## src/rtl/tristate_bus_arbiter_if.sv

```systemverilog
// Shared-bus arbitration interface: requests in, grants and TINV enables out.
interface tristate_bus_arbiter_if #(
  parameter int unsigned N_REQ = 4
);
  localparam int unsigned OW = (N_REQ > 1) ? $clog2(N_REQ) : 1;

  logic [N_REQ-1:0] REQ;
  logic [N_REQ-1:0] GNT;
  logic [N_REQ-1:0] EN;
  logic [N_REQ-1:0] nEN;
  logic [OW-1:0]    OWNER;
  logic             BUS_IDLE;

  // Requester side
  modport master (
    output REQ,
    input  GNT, EN, nEN, OWNER, BUS_IDLE
  );

  // Arbiter side
  modport slave (
    input  REQ,
    output GNT, EN, nEN, OWNER, BUS_IDLE
  );
endinterface

```

## src/rtl/tristate_bus_arbiter.sv

```systemverilog
// Round-robin arbiter for a TINV-driven shared bus with bounded hold time
// and a fixed all-drivers-off turnaround between owners.
module tristate_bus_arbiter #(
  parameter int unsigned N_REQ      = 4,
  parameter int unsigned MAX_HOLD   = 8,
  parameter int unsigned TURNAROUND = 1
) (
  input  logic                  CLK,
  input  logic                  RST,
  tristate_bus_arbiter_if.slave bus
);

  localparam int unsigned OW = (N_REQ > 1) ? $clog2(N_REQ) : 1;
  localparam int unsigned HW = 8;
  localparam int unsigned TW = 3;

  localparam logic [1:0] ST_IDLE  = 2'd0;
  localparam logic [1:0] ST_GRANT = 2'd1;
  localparam logic [1:0] ST_TURN  = 2'd2;

  logic [1:0]       state_q, state_d;
  logic [OW-1:0]    ptr_q, ptr_d;
  logic [OW-1:0]    owner_q, owner_d;
  logic [HW-1:0]    hold_q, hold_d;
  logic [TW-1:0]    turn_q, turn_d;
  logic [N_REQ-1:0] gnt_q, gnt_d;
  logic [N_REQ-1:0] en_q, en_d;
  logic [N_REQ-1:0] nen_q, nen_d;
  logic             bus_idle_q, bus_idle_d;

  logic [OW:0]      pick;
  logic             win_found;
  logic [OW-1:0]    win_idx;
  logic [N_REQ-1:0] win_oh;
  logic [HW-1:0]    hold_inc;
  logic             others_pending;
  logic             release_bus;

  // First asserted request at or after start, wrapping modulo N_REQ
  function automatic logic [OW:0] rr_pick(input logic [N_REQ-1:0] req,
                                          input logic [OW-1:0]    start);
    logic [OW:0]   res;
    int unsigned   idx;
    logic [OW-1:0] sel;
    res = '0;
    for (int i = int'(N_REQ) - 1; i >= 0; i--) begin
      idx = 32'(start) + unsigned'(i);
      if (idx >= N_REQ) idx = idx - N_REQ;
      sel = OW'(idx);
      if (req[sel]) res = {1'b1, sel};
    end
    return res;
  endfunction

  // Arbitration result and grant-phase release conditions
  always_comb begin
    pick           = rr_pick(bus.REQ, ptr_q);
    win_found      = pick[OW];
    win_idx        = pick[OW-1:0];
    win_oh         = {{(N_REQ-1){1'b0}}, 1'b1} << win_idx;
    hold_inc       = (hold_q == HW'(MAX_HOLD)) ? hold_q : hold_q + 1'b1;
    others_pending = |(bus.REQ & ~gnt_q);
    release_bus    = !bus.REQ[owner_q] ||
                     ((hold_inc == HW'(MAX_HOLD)) && others_pending);
  end

  // Next-state and registered-output logic
  always_comb begin
    state_d    = state_q;
    ptr_d      = ptr_q;
    owner_d    = owner_q;
    hold_d     = hold_q;
    turn_d     = turn_q;
    gnt_d      = gnt_q;
    en_d       = en_q;
    nen_d      = nen_q;
    bus_idle_d = bus_idle_q;

    case (state_q)
      ST_IDLE: begin
        if (win_found) begin
          state_d    = ST_GRANT;
          owner_d    = win_idx;
          hold_d     = '0;
          gnt_d      = win_oh;
          en_d       = win_oh;
          nen_d      = ~win_oh;
          bus_idle_d = 1'b0;
        end
      end

      ST_GRANT: begin
        hold_d = hold_inc;
        if (release_bus) begin
          state_d    = ST_TURN;
          turn_d     = '0;
          ptr_d      = (owner_q == OW'(N_REQ - 1)) ? '0 : owner_q + 1'b1;
          gnt_d      = '0;
          en_d       = '0;
          nen_d      = '1;
          bus_idle_d = 1'b1;
        end
      end

      ST_TURN: begin
        if (turn_q == TW'(TURNAROUND - 1)) begin
          if (win_found) begin
            state_d    = ST_GRANT;
            owner_d    = win_idx;
            hold_d     = '0;
            gnt_d      = win_oh;
            en_d       = win_oh;
            nen_d      = ~win_oh;
            bus_idle_d = 1'b0;
          end else begin
            state_d = ST_IDLE;
          end
        end else begin
          turn_d = turn_q + 1'b1;
        end
      end

      default: begin
        state_d    = ST_IDLE;
        gnt_d      = '0;
        en_d       = '0;
        nen_d      = '1;
        bus_idle_d = 1'b1;
      end
    endcase
  end

  // State and output registers with synchronous reset
  always_ff @(posedge CLK) begin
    if (RST) begin
      state_q    <= ST_IDLE;
      ptr_q      <= '0;
      owner_q    <= '0;
      hold_q     <= '0;
      turn_q     <= '0;
      gnt_q      <= '0;
      en_q       <= '0;
      nen_q      <= '1;
      bus_idle_q <= 1'b1;
    end else begin
      state_q    <= state_d;
      ptr_q      <= ptr_d;
      owner_q    <= owner_d;
      hold_q     <= hold_d;
      turn_q     <= turn_d;
      gnt_q      <= gnt_d;
      en_q       <= en_d;
      nen_q      <= nen_d;
      bus_idle_q <= bus_idle_d;
    end
  end

  assign bus.GNT      = gnt_q;
  assign bus.EN       = en_q;
  assign bus.nEN      = nen_q;
  assign bus.OWNER    = owner_q;
  assign bus.BUS_IDLE = bus_idle_q;

endmodule

```

## src/flat_wrapper.sv

```systemverilog
// flat-port wrapper written by rule: the top's interface ports become plain ports
module tristate_bus_arbiter_flat 
#(
  parameter int unsigned N_REQ      = 4,
  parameter int unsigned MAX_HOLD   = 8,
  parameter int unsigned TURNAROUND = 1
)
  (CLK, RST, bus_REQ, bus_GNT, bus_EN, bus_nEN, bus_OWNER, bus_BUS_IDLE);
  tristate_bus_arbiter_if #(.N_REQ(N_REQ)) bus_i ();
  input  logic CLK;
  input  logic RST;
  input wire logic [$bits(bus_i.REQ)-1:0] bus_REQ;
  output wire logic [$bits(bus_i.GNT)-1:0] bus_GNT;
  output wire logic [$bits(bus_i.EN)-1:0] bus_EN;
  output wire logic [$bits(bus_i.nEN)-1:0] bus_nEN;
  output wire logic [$bits(bus_i.OWNER)-1:0] bus_OWNER;
  output wire logic [$bits(bus_i.BUS_IDLE)-1:0] bus_BUS_IDLE;
  assign bus_i.REQ = bus_REQ;
  assign bus_GNT = bus_i.GNT;
  assign bus_EN = bus_i.EN;
  assign bus_nEN = bus_i.nEN;
  assign bus_OWNER = bus_i.OWNER;
  assign bus_BUS_IDLE = bus_i.BUS_IDLE;
  tristate_bus_arbiter #(.N_REQ(N_REQ), .MAX_HOLD(MAX_HOLD), .TURNAROUND(TURNAROUND)) u_core (.CLK(CLK), .RST(RST), .bus(bus_i));
endmodule
```

## config.mk

```make
export PLATFORM = sky130hd
export DESIGN_NAME = tristate_bus_arbiter_flat
export DESIGN_NICKNAME = d
export VERILOG_FILES = /design/src/rtl/tristate_bus_arbiter_if.sv /design/src/rtl/tristate_bus_arbiter.sv /design/src/flat_wrapper.sv
export SDC_FILE = /design/constraint.sdc
export NUM_CORES = 1
export LEC_CHECK = 0
export ABC_AREA = 1
export CAP_MARGIN = 5
export CORE_UTILIZATION = 55
export CTS_BUF_LIST = sky130_fd_sc_hd__clkbuf_4
export CTS_CLUSTER_DIAMETER = 200
export DETAILED_ROUTE_END_ITERATION = 8
export PLACE_DENSITY = 0.8
export SYNTH_ARGS = -nofsm -noshare
export SYNTH_HDL_FRONTEND = slang
export SYNTH_SLANG_ARGS = --single-unit
```

## constraint.sdc

```tcl
create_clock -name CLK -period 2 [get_ports CLK]
set_input_delay 0.4 -clock CLK [delete_from_list [all_inputs] [get_ports CLK]]
set_output_delay 0.4 -clock CLK [all_outputs]
set_load 0.02 [all_outputs]
```

==> metrics.txt <==
Skew-Pair Late Insertion Delay 0.32 ns; R2R setup slack 0.22 ns; Critical Path Max Stage Delay 0.66 ns; Port Buffers 20; worst setup path class register to output pin; largest net degree at the start of global routing 15; asr flop ratio synth 0; PostCTS Resize Cnt 0; critical path's slowest cell clkdlybuf4s50_1; CTS tree done; Cell variety after synth 26; top-area cell type share of the netlist area 0.326; die area 3130 um^2; warnings from Yosys 0; final worst slack 0.121 ns; total CTS buffers 3; Final Hold Viols 0; Crit path buffers/inverters 1; initial antenna violation count 0; DP Wirelength 2590 um; Initial DRC Count 85; H-tree level count 1; Cell Area, Synth 1600 um^2; crit path cell chain clkdlybuf4s50_1; R2R Path End u_core.bus.EN[3]; final slew viol count 0; Sink Count 26; number of synthesized flops with an enable pin 0; P&R area growth vs syn 17.4%; power per cell area 1080 nW/um^2; CORE AREA 2760 um^2; WP data required 1.60 ns; Fmax 532 MHz; largest area contributor in the netlist dfxtp_1; Slew @ Worst Pin 0.508 ns; number of synthesized register bits 26; final count of negative-setup-slack endpoints 0; Ports 21; Die X 55.9 um; Max-slew headroom 0.657; Final period util 0.939; peak supply drop 1050 uV; first-pass GRT wire length 5880 um; postcts setup bufs 0; CP delay by family, top buffers and inverters; Hold Startpoint u_core.bus.BUS_IDLE; Synth Flop Type dfxtp_1; CP Launch Type register; final setup TNS 0 ns; Critical Path AT 1.48 ns; first-pass detailed-route iteration total 4; ranking of synthesized cells by area dfxtp_1 (33%), nand2_1 (16%), nand3_1 (10%); sequential fraction of the synthesis area 0.326; ant diodes 0; critical path fanouts, max 8; Die Ht 55.9 um; hold path depth 2; maxcap violations 0; FF-to-FF path depth 13; RSZ-0062 raised after global routing no; R2R Path Start u_core.hold_q[0]; final WL 3460 um; layout cell share with drive strength beyond 1 0.102; Mean Syn Cell Area 6.32 um^2; # hold bufs at CTS 0; Hold Crit Class register to register; ANT nets after route 0; WHS 0.481 ns; Final Cell Area 1880 um^2; outcome finished, final reports clean; Clock transition at path regs 0.14 ns; clk buf depth 2; Via density 5.22; row cnt 19; WL/cell 11.3 um; pre-CTS WS -0.183 ns; Total GRT Usage 0.231; Mapped Cells 253; Synth top cells by count nand2_1 (67), nand3_1 (33), inv_1 (32); Overflow after GRT 0; number of global-route vias before repair 1366; most frequent cell after synthesis nand2_1; Final Core Density 0.681; total number of vias 1597; WHS Endpoint u_core.bus.BUS_IDLE; starting density of the core 0.580; NumNets Final 288; clk_skew 0.00132 ns; DRC viols 0; Placement Cell Area 1840 um^2; kind of end point of the critical path output pin; leak pwr 0.830 nW; routability cong. 0.858; syn nets 264; min cycle time layout 1.88 ns; Clock Tree Root clkbuf_4
## worst max-delay path by stage
stage | from | end | slack, ns | cells after the start
floorplan | u_core.hold_q[0] | u_core.bus.EN[1] | 0.42 | 12
global placement | bus_REQ[3] | u_core.hold_q[1] | -0.17 | 12
detailed placement | bus_REQ[3] | u_core.hold_q[2] | -0.18 | 12
CTS | u_core.bus.OWNER[0] | bus_OWNER[0] | 0.13 | 1
global route | bus_REQ[1] | u_core.hold_q[7] | 0.003 | 12
finish | u_core.bus.OWNER[0] | bus_OWNER[0] | 0.12 | 1
## state kept, by name, summed over array words and instances, names as in the netlist
name,cells
u_core.hold_q,8
u_core.bus.EN,4
u_core.bus.nEN,4
u_core.turn_q,3
u_core.bus.OWNER,2
u_core.ptr_q,2
u_core.state_q,2
u_core.bus.BUS_IDLE,1
## cells by family (layout without fill, tap and decap cells)
logic type,count (synthesis),after routing,share of synthesized area
adders and majority gates,5,5,0.0391
and+or+nand+nor,142,142,0.397
DFF,26,26,0.326
buffers and inverters,43,65,0.114
AOI/OAI and AO/OA,35,35,0.113
xor gates and xnor gates,2,2,0.0110
## layer usage
| metal | global-route usage | part of all wire |
|---|---|---|
| met2 | 0.372 | 0.45 |
| met3 | 0.0279 | 0.022 |
| met4 | 0.0732 | 0.011 |
| met1 | 0.324 | 0.51 |
| met5 | 0 | 0 |
## cells in the final DEF, fill, tap and decap left out, types with 3 or more instances in the layout
| cell | Yosys | routed |
|---|---|---|
| o21ai_0 | 12 | 11 |
| dfxtp_2 | 0 | 3 |
| nor2_1 | 28 | 28 |
| nand2_2 | 3 | 3 |
| buf_4 | 5 | 7 |
| dfxtp_1 | 26 | 23 |
| clkdlybuf4s50_1 | 0 | 20 |
| nand2_1 | 67 | 67 |
| ha_1 | 5 | 5 |
| o21ai_1 | 3 | 4 |
| a21oi_1 | 17 | 16 |
| nand3_1 | 33 | 33 |
| clkbuf_4 | 0 | 3 |
| inv_1 | 32 | 32 |
## tightest hold or removal path, stage by stage, from the launching register on
cell	delay [ns]
dfxtp_1	0.34
nand2_1	0.06
nand3_1	0.05
## where the power goes
part	switching (mW)	leakage, nW	internal [mW]	total [mW]
Sequential	0.119	0.214	0.628	0.748
Combinational	0.623	0.602	0.432	1.05
Clock	0.154	0.0138	0.0707	0.225
## area by class of cell
cell class | count | area (um^2)
Clock buffer | 3 | 22.5
Tap cell | 31 | 38.8
Multi-Input combinational cell | 184 | 905
Timing Repair Buffer | 27 | 253
Fill cell | 258 | 881
Inverter | 35 | 134
Sequential cell | 26 | 524
## per-stage QoR
| stage | instances | power [mW] |
|---|---|---|
| 2_1_floorplan | 253 | 1.44 |
| 3_3_place_gp | 303 | 1.78 |
| 3_5_place_dp | 303 | 1.79 |
| 4_1_cts | 306 | 2.01 |
| 5_1_grt | 306 | 2.17 |
| 6_report | 306 | 2.03 |
(Power assumes the default switching activity.)
==> RTL change: new RTL, same flow settings <==
Take the reset off `hold_q` and `en_q` and load them in a clocked block of their own.
--- a/src/rtl/tristate_bus_arbiter.sv
+++ b/src/rtl/tristate_bus_arbiter.sv
@@ -138,6 +138,4 @@
       owner_q    <= '0;
-      hold_q     <= '0;
       turn_q     <= '0;
       gnt_q      <= '0;
-      en_q       <= '0;
       nen_q      <= '1;
@@ -148,6 +146,4 @@
       owner_q    <= owner_d;
-      hold_q     <= hold_d;
       turn_q     <= turn_d;
       gnt_q      <= gnt_d;
-      en_q       <= en_d;
       nen_q      <= nen_d;
@@ -155,2 +151,7 @@
     end
+  end
+
+  always_ff @(posedge CLK) begin
+    hold_q <= hold_d;
+    en_q   <= en_d;
   end
Behaviour: not the same (Yosys sat finds a counterexample within 4 cycles, from zero or initial values and one cycle with RST high).
==> RTL change against the original RTL <==
  * The run now ends with setup timing left
  * Sequential cell count is 4 higher
  * Die area is 13% higher
  * Utilization is 13 points higher
  * Setup slack worse by 0.16 ns
  * Sequential share of layout area is 1.1 points higher
  * Wire length is 34% higher
  * Non-clock buffer count is 21 higher
  * Final area is 33% higher
  * Synthesized area is 13% higher
  * Count of clock-buffer cells in the layout is 2 higher
  * Critical endpoint is now u_core.state_q[1]$_SDFFE_PP0P_
Power is not compared: it rests on default switching activity, and its combinational part moved more than twofold at a synthesized area within 25%.
==> RTL change: results (changes against the original RTL) <==
- Dominant cells by area after synthesis: dfxtp_1, edfxtp_1, nand2_1 (was dfxtp_1, nand2_1, nand3_1)
- CTS Buf Count: 5 (was 3)
- Global routing usage on met3: 6.987% (was 2.791%)
- # setup viols final: 12 (was 0)
- DR vias: 1858 (was 1597)
- Hold slack: 0.4680 ns (was 0.4810 ns)
- Placed Cells: 338 (was 303)
- Compound-gate portion of the synthesized area: 9.675% (was 11.27%)
- Routed wl met3: 358 µm (was 75 µm)
- Starting DRT DRC Count: 157 (was 85)
- Cells on worst reg2reg path: 14 (was 13)
- Failing checks: setup timing
- Post-synthesis sequential area ratio: 39.81% (was 32.55%)
- Pin count of the biggest net entering global routing: 12 (was 15)
- Clk_skew: 0.005748 ns (was 0.001316 ns)
- Outcome: finished, violations left (was finished clean)
- Worst Slack Setup Final: -0.03617 ns (was 0.1211 ns)
- Post-DP HPWL: 3081 µm (was 2595 µm)
- DR vias/cell: 5.263 (was 5.219)
- Share of post-route cells with drive strength above 1: 25.24% (was 10.18%)
- Crit-path max FO: 7 (was 8)
- Vias in the first global route: 1616 (was 1366)
- Syn Nets: 266 (was 264)
- Max_slew headroom: 77.28% (was 65.74%)
- Synth unique cells: 31 (was 26)
- RR Endpoint: u_core.state_q[1]$_SDFFE_PP0P_ (was u_core.bus.EN[3]$_SDFFE_PP0P_)
- Fin Setup TNS: -0.3277 ns (was 0 ns)
[RTL change: changes by cell type after synthesis, moves of 5 or more]
cell and change:
o21ai_0 -6, nand3_1 -12, edfxtp_1 +12, inv_1 +5, nand2_1 +11, buf_4 -5, dfxtp_1 -8
[RTL change: how the worst max path moves through the flow]
stage,cells after the start,end,from
floorplan,10,u_core.bus.EN[0]$_SDFFCE_PP0P_,u_core.hold_q[0]$_SDFFCE_PP0P_
global placement,9,u_core.bus.EN[2]$_SDFFCE_PP0P_,bus_REQ[3]
detailed placement,9,u_core.bus.EN[2]$_SDFFCE_PP0P_,bus_REQ[3]
CTS,15,u_core.turn_q[1]$_SDFFE_PP0P_,u_core.hold_q[0]$_SDFFCE_PP0P_
global route,15,u_core.turn_q[1]$_SDFFE_PP0P_,u_core.hold_q[0]$_SDFFCE_PP0P_
finish,14,u_core.state_q[1]$_SDFFE_PP0P_,u_core.hold_q[0]$_SDFFCE_PP0P_
[RTL change: area by class of cell]
type	count	area, µm²	share of cell area (%)
clock buffers	5	37.54	1.508
well taps	44	55.05	2.211
flip-flops and latches	30	721.9	28.99
clock inverters	3	45.04	1.809
inverters	39	151.4	6.080
repair buffers	48	439.2	17.64
multi-input cells	184	1040	41.76
[RTL change: worst max-delay path, cell delays in order, from the launching register on]
cell,delay [ns]
edfxtp_1,0.50
inv_2,0.13
ha_4,0.14
nand3_4,0.09
nor2_4,0.11
nand2_1,0.06
nand2_1,0.08
nand2_1,0.08
nor2_2,0.15
nand3_2,0.11
nand3_4,0.13
buf_6,0.14
nand2_4,0.05
buf_4,0.14
nor2_1,0.07
[RTL change: what timing repair did]
action                                 CTS  global route
endpoints found under the hold margin    0             0
buffers inserted                         1             5
gates cloned                             0             1
hold buffers                             0             0
setup endpoints to repair                4            22
pin swaps                                0            10
resized for setup                        4            31
